**src/rtl/distro_ram_wdec.sv**
```systemverilog
// rtl/distro_ram_wdec.sv - one-hot write-enable decoder for distro_ram
module distro_ram_wdec #(
  parameter int LOG_DEP = 3,
  parameter int DEPTH   = 2**LOG_DEP
) (
  input  logic               wen,
  input  logic [LOG_DEP-1:0] addr,
  output logic [DEPTH-1:0]   we
);

  always_comb begin
    we = '0;
    if (wen) begin
      we[addr] = 1'b1;
    end
  end

endmodule

```
**src/rtl/distro_ram.sv**
```systemverilog
// rtl/distro_ram.sv - single-port distributed RAM, synchronous write, combinational read
module distro_ram #(
  parameter int WIDTH   = 8,
  parameter int LOG_DEP = 3
) (
  input  logic               clock,
  input  logic               reset_n,
  input  logic               wen,
  input  logic [LOG_DEP-1:0] addr,
  input  logic [WIDTH-1:0]   din,
  output logic [WIDTH-1:0]   dout
);

  localparam int DEPTH = 2**LOG_DEP;

  logic [DEPTH-1:0] we;
  logic [WIDTH-1:0] rd [DEPTH];

  distro_ram_wdec #(
    .LOG_DEP (LOG_DEP),
    .DEPTH   (DEPTH)
  ) u_wdec (
    .wen  (wen),
    .addr (addr),
    .we   (we)
  );

  // Each entry owns its register so only the decoded word can change on an edge.
  for (genvar i = 0; i < DEPTH; i++) begin : g_word
    logic [WIDTH-1:0] word;

    always_ff @(posedge clock or negedge reset_n) begin
      if (!reset_n) begin
        word <= '0;
      end else if (we[i]) begin
        word <= din;
      end
    end

    assign rd[i] = word;
  end

  assign dout = rd[addr];

endmodule

```
**config.mk**
```make
export PLATFORM = sky130hd
export DESIGN_NAME = distro_ram
export DESIGN_NICKNAME = d
export VERILOG_FILES = /design/src/rtl/distro_ram_wdec.sv /design/src/rtl/distro_ram.sv
export SDC_FILE = /design/constraint.sdc
export NUM_CORES = 1
export LEC_CHECK = 0
export CORE_AREA = 2 2 85 87
export DETAILED_ROUTE_END_ITERATION = 10
export DIE_AREA = 0 0 87 89
export GPL_ROUTABILITY_DRIVEN = 0
export PLACE_DENSITY_LB_ADDON = 0.08
export SETUP_SLACK_MARGIN = 0.3
export SYNTH_ARGS = -nofsm -noshare
export SYNTH_HDL_FRONTEND = slang
export SYNTH_HIERARCHICAL = 1
export SYNTH_SLANG_ARGS = --single-unit
```
**constraint.sdc**
```tcl
create_clock -name clock -period 1.94 [get_ports clock]
set_clock_uncertainty 0.2 [all_clocks]
set_input_delay 0.291 -clock clock [delete_from_list [all_inputs] [get_ports clock]]
set_output_delay 0.291 -clock clock [all_outputs]
set_load 0.03 [all_outputs]
```
# Word level (Yosys, flattened, before mapping)
# Index checks and enable logic that the tools add are counted.
# Widths: inputs -> output; s select.
# op_classes
n_addsub	0
n_mul	0
n_div	0
order_cmp	3
n_eq_ne	0
shift	0
n_mux	6
n_bitwise	1
n_reduce_logical	1
# op_table
cell	n
$bmux 8 s3	1
$mux 8	3
$ge 4x4->1 const B	1
$lt 3x4->1 const B	1
$not 3->4	1
$demux 1 s3	1
$ge 3x1->1 const B	1
$logic_and 1x1->1	1
$mux 1	1
# word_totals
ff_bits	64
latchBits	0
mem_bits_rw	0
romBits	0
inputBits	14
out_inout_bits	8
word_cells	19
memories	0

# Longest topological paths before layout
# Gate-level depths: netlist of the first run.
# depth
ltp_word	5
mapped_depth	4
ltp_nobuf	2

# Modules after synthesis
# The synthesis of the first run kept the hierarchy.
# modules_own_cells
mod	n_inst	cells_per_inst	area_per_inst_um2
distro_ram	1	165	2902.8
distro_ram_wdec	1	8	96.3

# Worst setup path before layout of the first run
# OpenSTA, ideal clock, no wires.
# synth_path
path_type	input port to output port
start	in addr[0]
end	out dout[0]
arrival_time_ns	1.411
required_ns	1.449
slack_ns	0.038
cell_stages	4
n_path_buf	2
path_cell_list	buf_6 -> buf_12 -> mux4_1 -> mux2_2
# synth_between
elab_chain_cells	4
# synth_rtl
item	line	text
from (decl)	distro_ram.sv:9	input logic [LOG_DEP-1:0] addr,
$not 3->4 (implied by the code)	distro_ram.sv:43	assign dout = rd[addr];
$bmux 8 s3	distro_ram.sv:43	
$mux 8 (implied by the code) (2 in series)	distro_ram.sv:43	
to (decl)	distro_ram.sv:11	output logic [WIDTH-1:0] dout
# Every way passes these cells. The select of a mux whose other input is x is not followed.

# Final worst setup path of the first run
# layout_path
start	reg g_word[5].word[5]
end	out dout[5]
# layout_between
elab_chain_cells	3
# layout_rtl
item	line	text
from (decl)	distro_ram.sv:30	logic [WIDTH-1:0] word;
from (signal assigned)	distro_ram.sv:36	word <= din;
$bmux 8 s3	distro_ram.sv:43	
$mux 8 (implied by the code) (2 in series)	distro_ram.sv:43	
# Every way passes these cells. The select of a mux whose other input is x is not followed.

==> results.py, run 1 <==
metrics = {
    "yosys": {
        "synth_cells": 173,
        "synthesis.nets": 187,
        "synthAdderAreaFrac": 0,
        "synth_seq_area_share": 0.534,
        "async_reset_ff_frac": 1.00,
        "yosys.area_share.simple": 0.0321,
        "synthXorXnorAreaFrac": 0,
        "ys_top_cells_by_area": "dfrtp_1, mux2_2, mux4_1",
        "synth_top_family_by_area": "multiplexers",
        "syn_area_per_cell_um2": 17.3,
        "synthMuxAreaShare": 0.409,
        "synth-seq-cells": 64,
        "yosysTopAreaCell": "dfrtp_1",
        "synth_ff_type": "dfrtp_1",
        "yosysTopAreaCellShare": 0.534,
        "synth_most_common_cell": "mux2_2",
        "yosysUniqueCellTypes": 13,
        "synth-edff-count": 0,
        "yosys_warnings": 6,
        "synth_compound_area_frac": 0,
        "netlist_area_um2": 3000,
        "synth_common_cells": "mux2_2, dfrtp_1, mux4_1",
    },
    "global_route": {
        "grt_max_degree": 65,
        "overflow": 0,
        "grt_pass1_wl_um": 10700,
        "antenna_found_initial": 0,
        "track_usage": 0.196,
        "grt_pass1_vias": 1911,
    },
    "placement": {
        "portBuffers": 21,
        "hpwl_um": 4110,
        "numPlacedInstances": 289,
        "place_area_um2": 3510,
    },
    "setup_path": {
        "cp-end-kind": "primary output",
        "cp.arrival_ns": 1.65,
        "cpPeakStageDelay_ns": 0.48,
        "crit_path_max_fanout": 2,
        "critical_path_class": "flop to primary output",
        "crit_chain": "mux4_2 > mux2_4 > buf_6",
        "worstPathRequired_ns": 1.45,
        "crit_slowest_cell": "mux4_2",
        "startpoint_type": "flop",
    },
    "timing": {
        "hold_viol_final": 0,
        "fmax_mhz": 468,
        "worst_pin_slew_ns": 0.357,
        "setup_violations": 8,
        "worst_hold_slack_ns": 0.272,
        "slew_violations": 0,
        "max_slew_margin": 0.762,
        "setup_slack_ns": -0.197,
        "rsz0062_at_grt": "yes",
        "fin_crit_sh": 1.10,
        "period_minus_slack_ns": 2.14,
    },
    "worst_hold_path": {
        "holdCritPathClass": "input pin to asynchronous set/reset pin",
    },
    "final_layout": {
        "drive_above_1_share": 0.681,
        "max_flop_register": "g_word.word",
        "multi_input_area_um2": 1310,
        "postLayoutCoreUtil": 0.582,
        "largest_register_ffs": 64,
        "final_nets": 244,
        "top_regs": "g_word.word x64",
        "diodes": 0,
        "synthToLayoutAreaGrowth_pct": 30.4,
        "nFillCells": 518,
        "final_area_um2": 3910,
        "finalNonFillerCells": 315,
        "register_area_um2": 1600,
    },
    "clocking": {
        "clk_path_buf_depth": 2,
        "clkLatencyLatePin_ns": 0.35,
        "cts_buffers": 9,
        "cts_sinks": 64,
        "clk_pin_slew_ns": 0.07,
        "htree_levels": 3,
        "cts_tree": "done",
        "cts_root_buf": "clkbuf_8",
    },
    "outcome": {
        "violations": "setup timing",
        "status": "complete, but fails checks",
    },
    "die": {
        "pin_count": 22,
        "die_w_um": 87,
        "start_util": 0.446,
        "die_y_um": 89,
        "die-area_um2": 7740,
        "row_count": 30,
        "core_um2": 6720,
    },
    "pwr": {
        "peakVddDrop_mv": 0.507,
        "powerDensity_nw_per_um2": 1030,
        "p_leak_nw": 1.71,
        "total_power_mw": 4.02,
    },
    "job": {
        "drv_cap": 0,
    },
    "detailed_routing": {
        "num_vias": 1755,
        "ant_nets": 0,
        "drc_errors": 0,
        "drt_iter0_markers": 66,
        "avgViaCountPerCell": 5.57,
        "drt_pass1_iterations": 6,
        "wire_per_inst_um": 21.3,
        "wirelength_um": 6730,
    },
}
[worst paths after layout]
kind	startpoint	endpoint	slack, ns	depth (start not counted)
worst max-delay path	g_word[5].word[5]	dout[5]	-0.20	3
worst min-delay path	reset_n	g_word[4].word[2]	0.27	3
worst max register to register	g_word[6].word[7]	g_word[6].word[7]	0.85	2
worst min register to register	g_word[6].word[4]	g_word[6].word[4]	0.30	1
max in group asynchronous	reset_n	g_word[1].word[1]	0.96	3
min in group clock	g_word[6].word[4]	g_word[6].word[4]	0.30	1
[logic make-up after synthesis]
family                 count (synthesis)
buffers and inverters                 13
multiplexers                          88
AND/OR/NAND/NOR                        8
flip-flops                            64
[routing by layer]
layer,vias up,wire length [µm],GRT usage
li1,770,-,-
met1,952,3200,0.269
met2,26,3240,0.298
met3,7,212,0.0600
met4,0,76,0.0696
met5,-,0,0
[critical path: cells and delay by family, from the launching register on]
family | cells | cell delay (ns)
multiplexers | 2 | 0.76
flip-flops | 1 | 0.39
buffers and inverters | 1 | 0.14
[layout by cell type, fill, tap and decap left out, drive strengths merged]
cell / count
dlygate4sd2: 1
and4b: 3
and4bb: 3
mux2: 72
clkbuf: 10
buf: 45
nor4b: 1
bufinv: 2
clkdlybuf4s15: 1
clkinv: 4
and4: 1
dlygate4sd3: 1
dfrtp: 64
clkdlybuf4s50: 8
mux4: 16
bufbuf: 3
[timing repair]
action	CTS	global route
endpoints found under the setup margin	72	18
gates cloned	4	0
gates resized for setup	81	4
setup buffers	1	4
pin swaps	3	3
hold buffers	1	0
hold endpoints to repair	64	0
[final cells by class]
class                      count  area share
clock inverter                 6      0.0214
multi-input combinational     96       0.335
tap                           80      0.0256
sequential                    64       0.409
timing repair buffer          59       0.176
clock buffer                  10      0.0326
[metrics by stage]
step           setup TNS, ns  worst slack [ns]
3_3_place_gp          -26.22             -1.00
5_1_grt                -1.75            -0.238
2_1_floorplan              0             0.116
6_report               -1.34            -0.197
3_5_place_dp          -26.91             -1.01
4_1_cts                -1.47            -0.212
[report_power, final]
part / switching [mW] / leakage, nW / internal (mW)
registers: 0.153 / 0.768 / 1.63
clock network: 0.526 / 0.110 / 0.719
logic: 0.361 / 0.831 / 0.628
total: 1.04 / 1.71 / 2.98
No activity file was read; power rests on OpenSTA's default activity.
==> run 2, diff against run 1 <==
Settings changed: PLACE_DENSITY set to 0.73, PLACE_DENSITY_LB_ADDON 0.08 to unset.
==> run 2 against run 1 <==
Net effect:
- the run still ends with setup timing left
- worst setup slack gained 0.032 ns
- first-iteration DRC count increased by 23%
- cell count shrank 1.6%
- non-clock buffer count is 5 lower
- global-route usage down 2.1 points
- sequential power about the same
- hold slack gained 0.016 ns
- fmax increased by 1.5%
- core utilization shrank 1.2 points
- critical endpoint is now dout[1]
==> results.py, run 2 (synthesis gave the netlist of run 1 again) <==
metrics = {
    "die": {
        "die_w_um": 87,
        "core_um2": 6720,
        "start_util": 0.446,
        "die-area_um2": 7740,
        "row_count": 30,
        "die_y_um": 89,
        "pin_count": 22,
    },
    "final_layout": {
        "drive_above_1_share": 0.670,
        "finalNonFillerCells": 310,
        "final_nets": 239,
        "diodes": 0,
        "max_flop_register": "g_word.word",
        "postLayoutCoreUtil": 0.570,
        "synthToLayoutAreaGrowth_pct": 27.6,
        "final_cell_mix": "mux2_2, dfrtp_1, buf_4",
        "largest_register_ffs": 64,
        "top_regs": "g_word.word x64",
    },
    "timing": {
        "setup_slack_ns": -0.165,
        "worst_pin_slew_ns": 0.340,
        "period_minus_slack_ns": 2.10,
        "rsz0062_at_grt": "yes",
        "hold_viol_final": 0,
        "max_slew_margin": 0.773,
        "fin_crit_sh": 1.08,
        "setup_violations": 8,
        "slew_violations": 0,
        "tns_ns": -1.21,
        "worst_hold_slack_ns": 0.288,
        "fmax_mhz": 475,
    },
    "detailed_routing": {
        "drt_pass1_iterations": 4,
        "avgViaCountPerCell": 5.47,
        "drc_errors": 0,
        "wirelength_um": 5920,
        "ant_nets": 0,
        "drt_iter0_markers": 81,
        "num_vias": 1696,
        "wire_per_inst_um": 19.1,
    },
    "setup_path": {
        "worstPathRequired_ns": 1.45,
        "cp-end-kind": "primary output",
        "reg2regPathDepth": 2,
        "worst-r2r-setup-slack_ns": 0.86,
        "cp.arrival_ns": 1.61,
        "startpoint_type": "flop",
        "crit_path_max_fanout": 2,
        "critical_path_class": "flop to primary output",
    },
    "clocking": {
        "cts_root_buf": "clkbuf_8",
        "cts_tree": "done",
        "clk_pin_slew_ns": 0.07,
        "clkLatencyLatePin_ns": 0.34,
        "htree_levels": 3,
        "clk_path_buf_depth": 2,
        "cts_buffers": 9,
        "cts_sinks": 64,
    },
    "job": {
        "drv_cap": 0,
    },
    "placement": {
        "hpwl_um": 3680,
        "numPlacedInstances": 287,
        "portBuffers": 21,
    },
    "worst_hold_path": {
        "holdCritPathClass": "input pin to asynchronous set/reset pin",
    },
    "outcome": {
        "status": "complete, but fails checks",
        "violations": "setup timing",
    },
    "global_route": {
        "grt_pass1_vias": 1786,
        "grt_pass1_wl_um": 9850,
        "track_usage": 0.175,
        "antenna_found_initial": 0,
        "overflow": 0,
        "grt_max_degree": 65,
    },
    "pwr": {
        "total_power_mw": 4.11,
        "powerDensity_nw_per_um2": 1070,
        "peakVddDrop_mv": 0.403,
        "p_leak_nw": 1.67,
    },
}
[run 2: cell types whose count changed in the layout (fill, tap and decap cells not counted), moves of 2 or more]
cell	before	now
buf_4	22	25
buf_12	6	4
clkinv_2	3	1
buf_6	14	9
bufbuf_16	3	1
[run 2: layout make-up]
cell class                 instances  area, µm²
clock buffer                      11        141
clock inverter                     5        104
fill                             511       2890
multi-input combinational         96       1310
sequential                        64       1600
tap                               80        100
timing repair buffer              54        574
[run 2: critical path: stages, from the launching register on]
cell and delay [ns]:
dfrtp_1 0.39, mux4_2 0.47, mux2_4 0.28, buf_6 0.14
[run 2: stage by stage]
stage	setup slack (ns)	area, µm²
after global placement	-1.02	3470
after global routing	-0.228	3830
final	-0.165	3830
after detailed placement	-1.01	3470
after floorplan	0.116	3010
after CTS	-0.190	3820
[run 2: worst paths after layout]
check | start | to
max | g_word[5].word[1] | dout[1]
min | reset_n | g_word[0].word[2]
max reg2reg | g_word[5].word[1] | g_word[5].word[1]
min reg2reg | g_word[6].word[2] | g_word[6].word[2]
max in group asynchronous | reset_n | g_word[4].word[7]
min in group clock | g_word[6].word[2] | g_word[6].word[2]
[run 2: per-layer routing]
layer | vias up | track usage | wire [µm]
met5 | - | 0 | 0
met4 | 0 | 0.0639 | 85
met3 | 8 | 0.0508 | 208
met2 | 26 | 0.261 | 2740
met1 | 900 | 0.247 | 2880
li1 | 762 | - | -
[run 2: power by group]
part           internal (mW)  total, mW  switching (mW)
sequential              1.63       1.77           0.141
combinational          0.602      0.949           0.347
clock                  0.889       1.40           0.506
total                   3.12       4.11           0.994
[run 2: repair_timing]
| action | CTS | global route |
|---|---|---|
| setup buffers | 2 | 1 |
| hold buffers | 1 | 0 |
| resized for setup | 76 | 1 |
| pin swaps | 1 | 0 |
| hold endpoints to repair | 64 | 0 |
| cloned | 3 | 0 |
| setup endpoints to repair | 72 | 12 |
==> run 3, diff against run 2 <==
Settings changed: DONT_BUFFER_PORTS set to 1, PLACE_DENSITY 0.73 to 0.69.
==> run 3 against run 2 <==
Net effect:
- the flow finishes with violations (hold timing, setup timing)
- worst setup slack improved by 0.068 ns
- sequential share of layout area is 6.7 points higher
- combinational power shrank 24%
- routed wire length fell by 5.5%
- critical endpoint is now dout[4]
- largest cell class unchanged
- highest routed layer unchanged
==> results.py, run 3 (synthesis gave the netlist of run 1 again) <==
metrics = {
    "global_route": {
        "overflow": 0,
        "grt_pass1_vias": 1698,
        "grt_max_degree": 65,
        "antenna_found_initial": 0,
        "grt_pass1_wl_um": 9050,
        "track_usage": 0.163,
    },
    "setup_path": {
        "crit_path_max_fanout": 2,
        "cp.arrival_ns": 1.55,
        "reg2regPathDepth": 2,
        "cpPeakStageDelay_ns": 0.47,
        "crit_slowest_cell": "mux4_2",
        "worstReg2RegEnd": "g_word[4].word[4]",
        "worst-r2r-setup-slack_ns": 0.86,
        "worstPathRequired_ns": 1.45,
        "reg2reg_from": "g_word[4].word[4]",
        "critical_path_class": "flop to primary output",
        "cp_top_family": "multiplexers",
        "cp.buffers_inverters": 0,
        "crit_chain": "mux4_2 > mux2_4",
        "cp-end-kind": "primary output",
        "startpoint_type": "flop",
    },
    "pwr": {
        "p_leak_nw": 1.37,
        "switchingPower_uw": 891,
        "p_int_mw": 2.65,
        "swShare": 0.252,
        "peakVddDrop_mv": 0.431,
        "powerDensity_nw_per_um2": 1070,
        "total_power_mw": 3.54,
        "p_clk_frac": 0.294,
        "p_comb_frac": 0.204,
        "seq_power_share": 0.502,
    },
    "final_layout": {
        "register_area_um2": 1600,
        "drive_above_1_share": 0.614,
        "largest_register_ffs": 64,
        "diodes": 0,
        "final_area_um2": 3300,
        "max_flop_register": "g_word.word",
        "synthToLayoutAreaGrowth_pct": 10.1,
        "postLayoutCoreUtil": 0.491,
        "nFillCells": 556,
        "top_regs": "g_word.word x64",
        "final_nets": 198,
        "finalNonFillerCells": 269,
        "final_cell_mix": "mux2_2, dfrtp_1, mux4_2",
        "multi_input_area_um2": 1300,
    },
    "clocking": {
        "clk_path_buf_depth": 2,
        "cts_sinks": 64,
        "ctsHoldBuffers": 8,
        "htree_levels": 3,
        "cts_buffers": 9,
        "clk_pin_slew_ns": 0.07,
        "cts_tree": "done",
        "clkLatencyLatePin_ns": 0.33,
        "cts_root_buf": "clkbuf_8",
    },
    "die": {
        "die_y_um": 89,
        "row_count": 30,
        "die-area_um2": 7740,
        "die_w_um": 87,
        "core_um2": 6720,
        "start_util": 0.446,
        "pin_count": 22,
    },
    "detailed_routing": {
        "avgViaCountPerCell": 5.75,
        "drt_pass1_iterations": 2,
        "drt_iter0_markers": 103,
        "drc_errors": 0,
        "ant_nets": 0,
        "num_vias": 1548,
        "wirelength_um": 5590,
        "wire_per_inst_um": 20.8,
    },
    "timing": {
        "max_slew_margin": 0.781,
        "worst_hold_slack_ns": -0.561,
        "hold_viol_final": 64,
        "rsz0062_at_grt": "yes",
        "tns_ns": -0.565,
        "setup_slack_ns": -0.0967,
        "period_minus_slack_ns": 2.04,
        "worst_pin_slew_ns": 0.328,
        "fin_crit_sh": 1.05,
        "slew_violations": 0,
        "setup_violations": 8,
        "fmax_mhz": 491,
    },
    "placement": {
        "place_worst_setup_slack_ns": 0.210,
        "portBuffers": 0,
        "numPlacedInstances": 242,
        "hpwl_um": 3570,
        "place_area_um2": 3040,
    },
    "outcome": {
        "violations": "hold timing, setup timing",
        "status": "complete, but fails checks",
    },
    "job": {
        "drv_cap": 0,
    },
    "worst_hold_path": {
        "holdCritPathClass": "input pin to asynchronous set/reset pin",
    },
}
-- run 3: cell types whose count changed in the layout (fill, tap and decap cells not counted), sizes merged --
| cell | change |
|---|---|
| buf | -36 |
| clkdlybuf4s50 | -8 |
| dlygate4sd3 | +7 |
| bufinv | -3 |
| dlygate4sd2 | -2 |
| bufbuf | -1 |
| clkbuf | +1 |
| clkinv | +1 |
-- run 3: routing by layer --
metal | part of all wire | vias up | GRT usage
li1 | - | 681 | -
met1 | 0.43 | 821 | 0.200
met2 | 0.49 | 33 | 0.263
met3 | 0.046 | 13 | 0.0489
met4 | 0.024 | 0 | 0.0838
met5 | 0 | - | 0
-- run 3: layout make-up --
cell class,count,share of cell area
Multi-Input combinational cell,96,0.393
Sequential cell,64,0.485
Clock inverter,3,0.00455
Tap cell,80,0.0303
Clock buffer,13,0.0512
Timing Repair Buffer,13,0.0356
-- run 3: worst max path at each step --
stage	from	to	slack (ns)	cells past startpoint
floorplan	addr[0]	dout[2]	0.12	4
global placement	g_word[1].word[5]	dout[5]	0.27	2
detailed placement	g_word[1].word[4]	dout[4]	0.21	2
CTS	g_word[5].word[4]	dout[4]	-0.11	2
global route	g_word[0].word[4]	dout[4]	-0.13	2
finish	g_word[4].word[4]	dout[4]	-0.1	2
-- run 3: worst reg2reg max path: stages (launching register included) --
cell	delay (ns)
dfrtp_1	0.39
buf_4	0.13
mux2_2	0.25
-- run 3: power by group through the flow --
stage / Sequential, mW / Clock, mW / Combinational, mW
2_1_floorplan: 1.74 / 0 / 0.640
3_3_place_gp: 1.76 / 0 / 0.653
3_5_place_dp: 1.80 / 0 / 0.684
4_1_cts: 1.78 / 1.07 / 0.735
5_1_grt: 1.81 / 1.13 / 0.767
6_report: 1.78 / 1.04 / 0.722
-- run 3: repair_timing --
item,in CTS,in global routing
hold endpoints to repair,128,64
endpoints found under the setup margin,8,8
buffers inserted,3,0
gates resized for setup,6,0
